<file path="src/rtl/ysyx_22050243_lsu_pkg.sv">
// Shared types and constants for the ysyx_22050243 load/store unit.
package ysyx_22050243_pkg;

    typedef enum logic [1:0] {
        IDLE = 2'd0,
        REQ  = 2'd1,
        RESP = 2'd2,
        DONE = 2'd3
    } lsu_state_t;

    // funct3 width/sign codes shared by loads and stores (stores use [1:0] only)
    localparam logic [2:0] LB  = 3'b000;
    localparam logic [2:0] LH  = 3'b001;
    localparam logic [2:0] LW  = 3'b010;
    localparam logic [2:0] LD  = 3'b011;
    localparam logic [2:0] LBU = 3'b100;
    localparam logic [2:0] LHU = 3'b101;
    localparam logic [2:0] LWU = 3'b110;

    localparam int MASK_W = 8;

endpackage

</file>
<file path="src/rtl/ysyx_22050243_lsu_if.sv">
// Data-memory request/response port between the LSU (master) and memory (slave).
interface ysyx_22050243_lsu_if
    import ysyx_22050243_pkg::*;
#(
    parameter int XLEN = 64
);
    logic              mem_req_valid;
    logic              mem_req_ready;
    logic              mem_req_wen;
    logic [XLEN-1:0]   mem_req_addr;
    logic [XLEN-1:0]   mem_req_wdata;
    logic [MASK_W-1:0] mem_req_wmask;
    logic              mem_resp_valid;
    logic              mem_resp_ready;
    logic [XLEN-1:0]   mem_resp_rdata;

    modport master (
        output mem_req_valid, mem_req_wen, mem_req_addr, mem_req_wdata, mem_req_wmask,
        output mem_resp_ready,
        input  mem_req_ready, mem_resp_valid, mem_resp_rdata
    );

    modport slave (
        input  mem_req_valid, mem_req_wen, mem_req_addr, mem_req_wdata, mem_req_wmask,
        input  mem_resp_ready,
        output mem_req_ready, mem_resp_valid, mem_resp_rdata
    );

endinterface

</file>
<file path="src/rtl/ysyx_22050243_lsu_align.sv">
// Combinational byte-lane logic: store strobes/shift, load extract/extend, misalign detect.
// Misalign detection is built only when YSYX_22050243_LSU_MISALIGN_CHECK_EN is defined.
module ysyx_22050243_lsu_align
    import ysyx_22050243_pkg::*;
#(
    parameter int XLEN = 64
) (
    input  logic [2:0]        off,
    input  logic [2:0]        funct3,
    input  logic [XLEN-1:0]   wdata,
    input  logic [XLEN-1:0]   rdata,
    input  logic [2:0]        chk_off,
    input  logic [2:0]        chk_funct3,
    output logic [MASK_W-1:0] wmask,
    output logic [XLEN-1:0]   wdata_sh,
    output logic [XLEN-1:0]   load_data,
    output logic              misalign
);
    logic [XLEN-1:0] rdata_sh;

    // Strobes shift within 8 bits, so lanes past the dword fall off the top.
    always_comb begin
        wmask = '0;
        case (funct3[1:0])
            2'b00:   wmask = 8'h01 << off;
            2'b01:   wmask = 8'h03 << off;
            2'b10:   wmask = 8'h0F << off;
            default: wmask = 8'hFF;
        endcase
    end

    assign wdata_sh = wdata << {off, 3'b000};
    assign rdata_sh = rdata >> {off, 3'b000};

    always_comb begin
        load_data = '0;
        case (funct3)
            LB:      load_data = {{(XLEN-8){rdata_sh[7]}}, rdata_sh[7:0]};
            LH:      load_data = {{(XLEN-16){rdata_sh[15]}}, rdata_sh[15:0]};
            LW:      load_data = {{(XLEN-32){rdata_sh[31]}}, rdata_sh[31:0]};
            LD:      load_data = rdata_sh;
            LBU:     load_data = {{(XLEN-8){1'b0}}, rdata_sh[7:0]};
            LHU:     load_data = {{(XLEN-16){1'b0}}, rdata_sh[15:0]};
            LWU:     load_data = {{(XLEN-32){1'b0}}, rdata_sh[31:0]};
            default: load_data = '0;
        endcase
    end

`ifdef YSYX_22050243_LSU_MISALIGN_CHECK_EN
    always_comb begin
        misalign = 1'b0;
        case (chk_funct3[1:0])
            2'b01:   misalign = chk_off[0];
            2'b10:   misalign = |chk_off[1:0];
            2'b11:   misalign = |chk_off;
            default: misalign = 1'b0;
        endcase
    end
`else
    logic unused_chk;
    assign unused_chk = ^{chk_off, chk_funct3};
    assign misalign   = 1'b0;
`endif

endmodule

</file>
<file path="src/rtl/ysyx_22050243_lsu.sv">
// Multi-cycle load/store unit: one accepted op becomes one valid/ready memory transaction.
// Optional misalign trapping is enabled by YSYX_22050243_LSU_MISALIGN_CHECK_EN.
module ysyx_22050243_lsu
    import ysyx_22050243_pkg::*;
#(
    parameter int XLEN = 64
) (
    input  logic                       clk,
    input  logic                       rst_n,
    input  logic                       in_valid,
    output logic                       in_ready,
    input  logic                       in_mem_r,
    input  logic                       in_mem_w,
    input  logic [2:0]                 in_funct3,
    input  logic [XLEN-1:0]            in_addr,
    input  logic [XLEN-1:0]            in_wdata,
    ysyx_22050243_lsu_if.master        mem,
    output logic                       out_valid,
    input  logic                       out_ready,
    output logic [XLEN-1:0]            out_rdata,
    output logic                       out_misalign
);
    lsu_state_t        state;
    lsu_state_t        state_nxt;
    logic [XLEN-1:0]   addr_q;
    logic [XLEN-1:0]   wdata_q;
    logic [XLEN-1:0]   rdata_q;
    logic [2:0]        funct3_q;
    logic              wen_q;
    logic              misalign_q;
    logic [MASK_W-1:0] wmask;
    logic [XLEN-1:0]   wdata_sh;
    logic [XLEN-1:0]   load_data;
    logic              misalign;
    logic              accept;
    logic              is_mem;
    logic              in_req;

    assign accept = (state == IDLE) && in_valid;
    assign is_mem = in_mem_r | in_mem_w;

    ysyx_22050243_lsu_align #(.XLEN(XLEN)) u_align (
        .off        (addr_q[2:0]),
        .funct3     (funct3_q),
        .wdata      (wdata_q),
        .rdata      (mem.mem_resp_rdata),
        .chk_off    (in_addr[2:0]),
        .chk_funct3 (in_funct3),
        .wmask      (wmask),
        .wdata_sh   (wdata_sh),
        .load_data  (load_data),
        .misalign   (misalign)
    );

    // NOTE: registers use non-blocking assignments so every flop samples pre-edge values.
    always_ff @(posedge clk) begin
        if (!rst_n) state <= IDLE;
        else        state <= state_nxt;
    end

    // NOTE: defaults come first in every combinational block so no latch is inferred.
    always_comb begin
        state_nxt = state;
        case (state)
            IDLE: if (in_valid) state_nxt = (is_mem && !misalign) ? REQ : DONE;
            REQ:  if (mem.mem_req_ready) state_nxt = RESP;
            RESP: if (mem.mem_resp_valid) state_nxt = DONE;
            DONE: if (out_ready) state_nxt = IDLE;
            default: state_nxt = IDLE;
        endcase
    end

    // Captured op fields and the result register; a new accept clears any stale result.
    always_ff @(posedge clk) begin
        if (!rst_n) begin
            addr_q     <= '0;
            wdata_q    <= '0;
            funct3_q   <= '0;
            wen_q      <= 1'b0;
            rdata_q    <= '0;
            misalign_q <= 1'b0;
        end else if (accept) begin
            addr_q     <= in_addr;
            wdata_q    <= in_wdata;
            funct3_q   <= in_funct3;
            wen_q      <= in_mem_w;
            rdata_q    <= '0;
            misalign_q <= misalign && is_mem;
        end else if (state == RESP && mem.mem_resp_valid) begin
            rdata_q    <= wen_q ? '0 : load_data;
        end
    end

    assign in_req = (state == REQ);

    always_comb begin
        in_ready           = (state == IDLE);
        mem.mem_req_valid  = in_req;
        mem.mem_req_wen    = in_req && wen_q;
        mem.mem_req_addr   = in_req ? {addr_q[XLEN-1:3], 3'b000} : '0;
        mem.mem_req_wdata  = in_req ? wdata_sh : '0;
        mem.mem_req_wmask  = (in_req && wen_q) ? wmask : '0;
        mem.mem_resp_ready = (state == RESP);
        out_valid          = (state == DONE);
        out_rdata          = rdata_q;
        out_misalign       = misalign_q;
    end

endmodule

</file>
<file path="src/flat_wrapper.sv">
// flat-port wrapper written by rule: the top's interface ports become plain ports
module ysyx_22050243_lsu_flat import ysyx_22050243_pkg::*;
#(
    parameter int XLEN = 64
)
  (clk, rst_n, in_valid, in_ready, in_mem_r, in_mem_w, in_funct3, in_addr, in_wdata, out_valid, out_ready, out_rdata, out_misalign, mem_mem_req_valid, mem_mem_req_wen, mem_mem_req_addr, mem_mem_req_wdata, mem_mem_req_wmask, mem_mem_resp_ready, mem_mem_req_ready, mem_mem_resp_valid, mem_mem_resp_rdata);
  ysyx_22050243_lsu_if #(.XLEN(XLEN)) mem_i ();
  input  logic clk;
  input  logic rst_n;
  input  logic in_valid;
  output logic in_ready;
  input  logic in_mem_r;
  input  logic in_mem_w;
  input  logic [2:0] in_funct3;
  input  logic [XLEN-1:0] in_addr;
  input  logic [XLEN-1:0] in_wdata;
  output logic out_valid;
  input  logic out_ready;
  output logic [XLEN-1:0] out_rdata;
  output logic out_misalign;
  output wire logic [$bits(mem_i.mem_req_valid)-1:0] mem_mem_req_valid;
  output wire logic [$bits(mem_i.mem_req_wen)-1:0] mem_mem_req_wen;
  output wire logic [$bits(mem_i.mem_req_addr)-1:0] mem_mem_req_addr;
  output wire logic [$bits(mem_i.mem_req_wdata)-1:0] mem_mem_req_wdata;
  output wire logic [$bits(mem_i.mem_req_wmask)-1:0] mem_mem_req_wmask;
  output wire logic [$bits(mem_i.mem_resp_ready)-1:0] mem_mem_resp_ready;
  input wire logic [$bits(mem_i.mem_req_ready)-1:0] mem_mem_req_ready;
  input wire logic [$bits(mem_i.mem_resp_valid)-1:0] mem_mem_resp_valid;
  input wire logic [$bits(mem_i.mem_resp_rdata)-1:0] mem_mem_resp_rdata;
  assign mem_mem_req_valid = mem_i.mem_req_valid;
  assign mem_mem_req_wen = mem_i.mem_req_wen;
  assign mem_mem_req_addr = mem_i.mem_req_addr;
  assign mem_mem_req_wdata = mem_i.mem_req_wdata;
  assign mem_mem_req_wmask = mem_i.mem_req_wmask;
  assign mem_mem_resp_ready = mem_i.mem_resp_ready;
  assign mem_i.mem_req_ready = mem_mem_req_ready;
  assign mem_i.mem_resp_valid = mem_mem_resp_valid;
  assign mem_i.mem_resp_rdata = mem_mem_resp_rdata;
  ysyx_22050243_lsu #(.XLEN(XLEN)) u_core (.clk(clk), .rst_n(rst_n), .in_valid(in_valid), .in_ready(in_ready), .in_mem_r(in_mem_r), .in_mem_w(in_mem_w), .in_funct3(in_funct3), .in_addr(in_addr), .in_wdata(in_wdata), .mem(mem_i), .out_valid(out_valid), .out_ready(out_ready), .out_rdata(out_rdata), .out_misalign(out_misalign));
endmodule
</file>
<file path="config.mk">
export PLATFORM = sky130hd
export DESIGN_NAME = ysyx_22050243_lsu_flat
export DESIGN_NICKNAME = d
export VERILOG_FILES = /design/src/rtl/ysyx_22050243_lsu_pkg.sv /design/src/rtl/ysyx_22050243_lsu_if.sv /design/src/rtl/ysyx_22050243_lsu_align.sv /design/src/rtl/ysyx_22050243_lsu.sv /design/src/flat_wrapper.sv
export SDC_FILE = /design/constraint.sdc
export NUM_CORES = 1
export LEC_CHECK = 0
export BUFFER_PORTS_ARGS = -buffer_cell sky130_fd_sc_hd__buf_2
export CORE_MARGIN = 1.5
export CORE_UTILIZATION = 40
export CTS_BUF_LIST = sky130_fd_sc_hd__clkbuf_4 sky130_fd_sc_hd__clkbuf_8
export CTS_CLUSTER_SIZE = 20
export DETAILED_ROUTE_END_ITERATION = 10
export PLACE_DENSITY_LB_ADDON = 0.08
export RECOVER_POWER = 50
export REMOVE_ABC_BUFFERS = 1
export SYNTH_ARGS = -nofsm -noshare
export SYNTH_HDL_FRONTEND = slang
export SYNTH_SLANG_ARGS = --single-unit
</file>
<file path="constraint.sdc">
create_clock -name clk -period 4.9 [get_ports clk]
set_input_delay 0.245 -clock clk [delete_from_list [all_inputs] [get_ports clk]]
set_output_delay 0.245 -clock clk [all_outputs]
set_load 0.02 [all_outputs]
</file>
==> impl_metrics.ini <==
[outcome]
status = complete, but fails checks
violations = capacitance limit, slew limit

[cells_and_area]
final_util = 0.535
n_antenna_cell = 0
syn2layout_area_growth_pct = 30.8
layout-drive-gt1-share = 0.247
register_area_sq_um = 3970
nets = 2104
fillerInstances = 2800
multi_input_area_sq_um = 7320
finalInstanceArea_sq_um = 15500

[grt]
grt_use_total = 0.282
grt_pass1_wl_microns = 68100
antenna_found_initial = 0
grt_pass1_vias = 12247
grt_overflow_total = 0
grt_max_degree = 87

[clock_tree]
clk_latency_ns = 0.48
cts_tree = built
clock_path_buffers = 2
cts.sinks = 198
cts_root_buf = clkbuf_8
cts_buffers = 17
htreeDepth = 4
clk_pin_slew_ns = 0.11
ctsResizeCount = 0

[power_and_ir_drop]
ir_worst_vdd_mv = 0.193
power.density_nw_per_um2 = 366
finalPower_w = 0.00567
cellLeakagePower_nw = 6.13

[detailed_routing]
drc = 0
wl_microns = 43900
viasPerCell = 5.43
wl_per_cell_microns = 19.2
drtIter0Drc = 653
vias = 12409
ant_nets = 0
firstDrtPassIters = 5

[floorplanning]
core_sq_um = 28900
io_pins = 409
num_rows = 62
start_util = 0.409
die_y_microns = 175
fp.dieW_microns = 175
dieArea_sq_um = 30700

[worst_setup_path]
critPathMaxFanout = 83
critPathRequiredTime_ns = 5.30
cp-start-kind = flip-flop
worstSetupEndpointType = flip-flop
path_class = flip-flop to flip-flop
reg2reg_slack_ns = 0.73
crit_arrival_ns = 4.57

[placed_design]
placed_cell_area_sq_um = 14000
dpl.hpwl_microns = 29300
port-buffer-count = 404
place_congestion = 0.851

[sta]
rsz0062_at_grt = no
period_share = 0.850
tightest_slew_ns = 2.04
slew_headroom = -0.361
fmax_ghz = 0.240
finalMaxSlewViolations = 264
setup_viol = 0
finalCriticalPeriod_ns = 4.17
fin_skew_ns = 0.0158
fin_hold_ws_ns = 0.0275
finalHoldViolations = 0
setup_tns_ns = 0

[synth]
yosys.area.top_type_share = 0.335
synth.avg_cell_area_sq_um = 8.16
syn_inst = 1451
syn-cell-area_sq_um = 11800
ys_types = 46
yosys.area.top_type = dfxtp_1
synth_warnings = 0
ys_seq_area_frac = 0.335
synth_seq_cells = 198
netlist_top_cells_area = dfxtp_1, nand2_1, mux2i_1, mux4_2, a21oi_1

[hold_path]
hold_class = primary input to flip-flop

[job]
drv_cap = 4
## stage by stage
step                      cells  setup slack, ns
after global placement     2132             1.43
after CTS                  2285            0.954
after floorplan            1325            -2.68
after global routing       2287            0.392
final                      2287            0.735
after detailed placement   2132             1.39
## cells by family after synthesis
kind of cell,share of synthesized area
AO/OA/AOI/OAI,0.209
other,0.000317
flip-flops,0.335
multiplexers,0.190
adder cells (fa/ha/maj),0.00951
AND/OR/NAND/NOR,0.204
buffers and inverters,0.0522
## cells in the mapped netlist, drive strengths merged
cell type and n:
inv 16, o21a 7, conb 1, o211a 2, nor2 90, a21boi 37, nand2b 13, o31a 3
mux2 38, a32oi 2, dfxtp 198, nor2b 5, a2bb2oi 2, and2 70, nor3 2, a21oi 171
nand3b 2, a22oi 24, o31ai 9, a2111oi 1, a31oi 3, nor3b 1, a211oi 7, a221oi 38
buf 41, nand2 357, nand3 4, a21o 3, o2bb2ai 3, and3 20, o21ai 37, o32a 1
a311oi 1, o22ai 5, mux2i 92, ha 9, mux4 40, clkbuf 88, o22a 3, or2 2
a22o 3
## power breakdown
group	leakage, nW	internal (W)	switching [W]	total (W)
Clock	0.174	0.000385	0.000635	0.00102
Sequential	1.62	0.00183	0.000248	0.00208
Combinational	4.34	0.000915	0.00166	0.00257
## cell usage in the layout, fill, tap and decap left out, types with 5 or more instances in the layout
master	netlist	routed
and2_0	0	22
mux2_2	38	38
mux2i_1	92	92
clkbuf_8	0	19
buf_2	23	299
o21a_1	7	7
dfxtp_1	198	195
ha_1	9	9
buf_4	12	13
nand2b_1	13	13
a22oi_1	24	24
mux4_2	40	40
a21oi_1	171	171
dlygate4sd3_1	0	125
inv_6	0	5
a211oi_1	7	7
a221oi_2	29	29
a221oi_1	9	9
o22ai_1	5	5
nor2_1	90	90
and3_1	20	20
o31ai_1	9	8
o21ai_0	37	37
and2_1	70	47
inv_1	14	14
a21boi_0	37	37
nand2_1	357	355
clkbuf_1	88	107
## per-layer routing
metal / up-vias / wire length [microns] / global-route usage
met3: 94 / 2830 / 0.0555
met5: - / 0 / 0
met4: 0 / 1620 / 0.126
met2: 481 / 21000 / 0.475
li1: 5929 / - / -
met1: 5905 / 18400 / 0.347
## cell type report
cell class / count / share of cell area
Clock buffer: 19 / 0.0169
Clock inverter: 11 / 0.00590
Inverter: 16 / 0.00404
Multi-Input combinational cell: 1111 / 0.473
Sequential cell: 198 / 0.257
Tap cell: 384 / 0.0310
Timing Repair Buffer: 548 / 0.213
## registers in the layout, indices dropped and copies added, names as in the netlist
register,count
u_core.addr_q,64
u_core.out_rdata,64
u_core.wdata_q,64
u_core.funct3_q,3
u_core.state,2
u_core.wen_q,1
## critical path, stage by stage, from the launching register on
cell	delay (ns)
dfxtp_1	0.40
inv_1	0.08
ha_1	0.28
nand2_1	1.37
clkbuf_2	1.45
nand2_1	0.18
a21oi_1	0.25
## repair_timing
item / CTS / global route
hold buffers: 123 / 2
endpoints found under the hold margin: 123 / 2
buffers inserted: 0 / 0
## worst paths after layout
path,startpoint,to,depth (start not counted)
worst max-delay path,u_core.state[0],u_core.addr_q[5],6
worst min-delay path,in_wdata[50],u_core.wdata_q[50],3
worst max register to register,u_core.state[0],u_core.addr_q[5],6
worst min register to register,u_core.addr_q[13],u_core.addr_q[13],2
(Power assumes the default switching activity.)
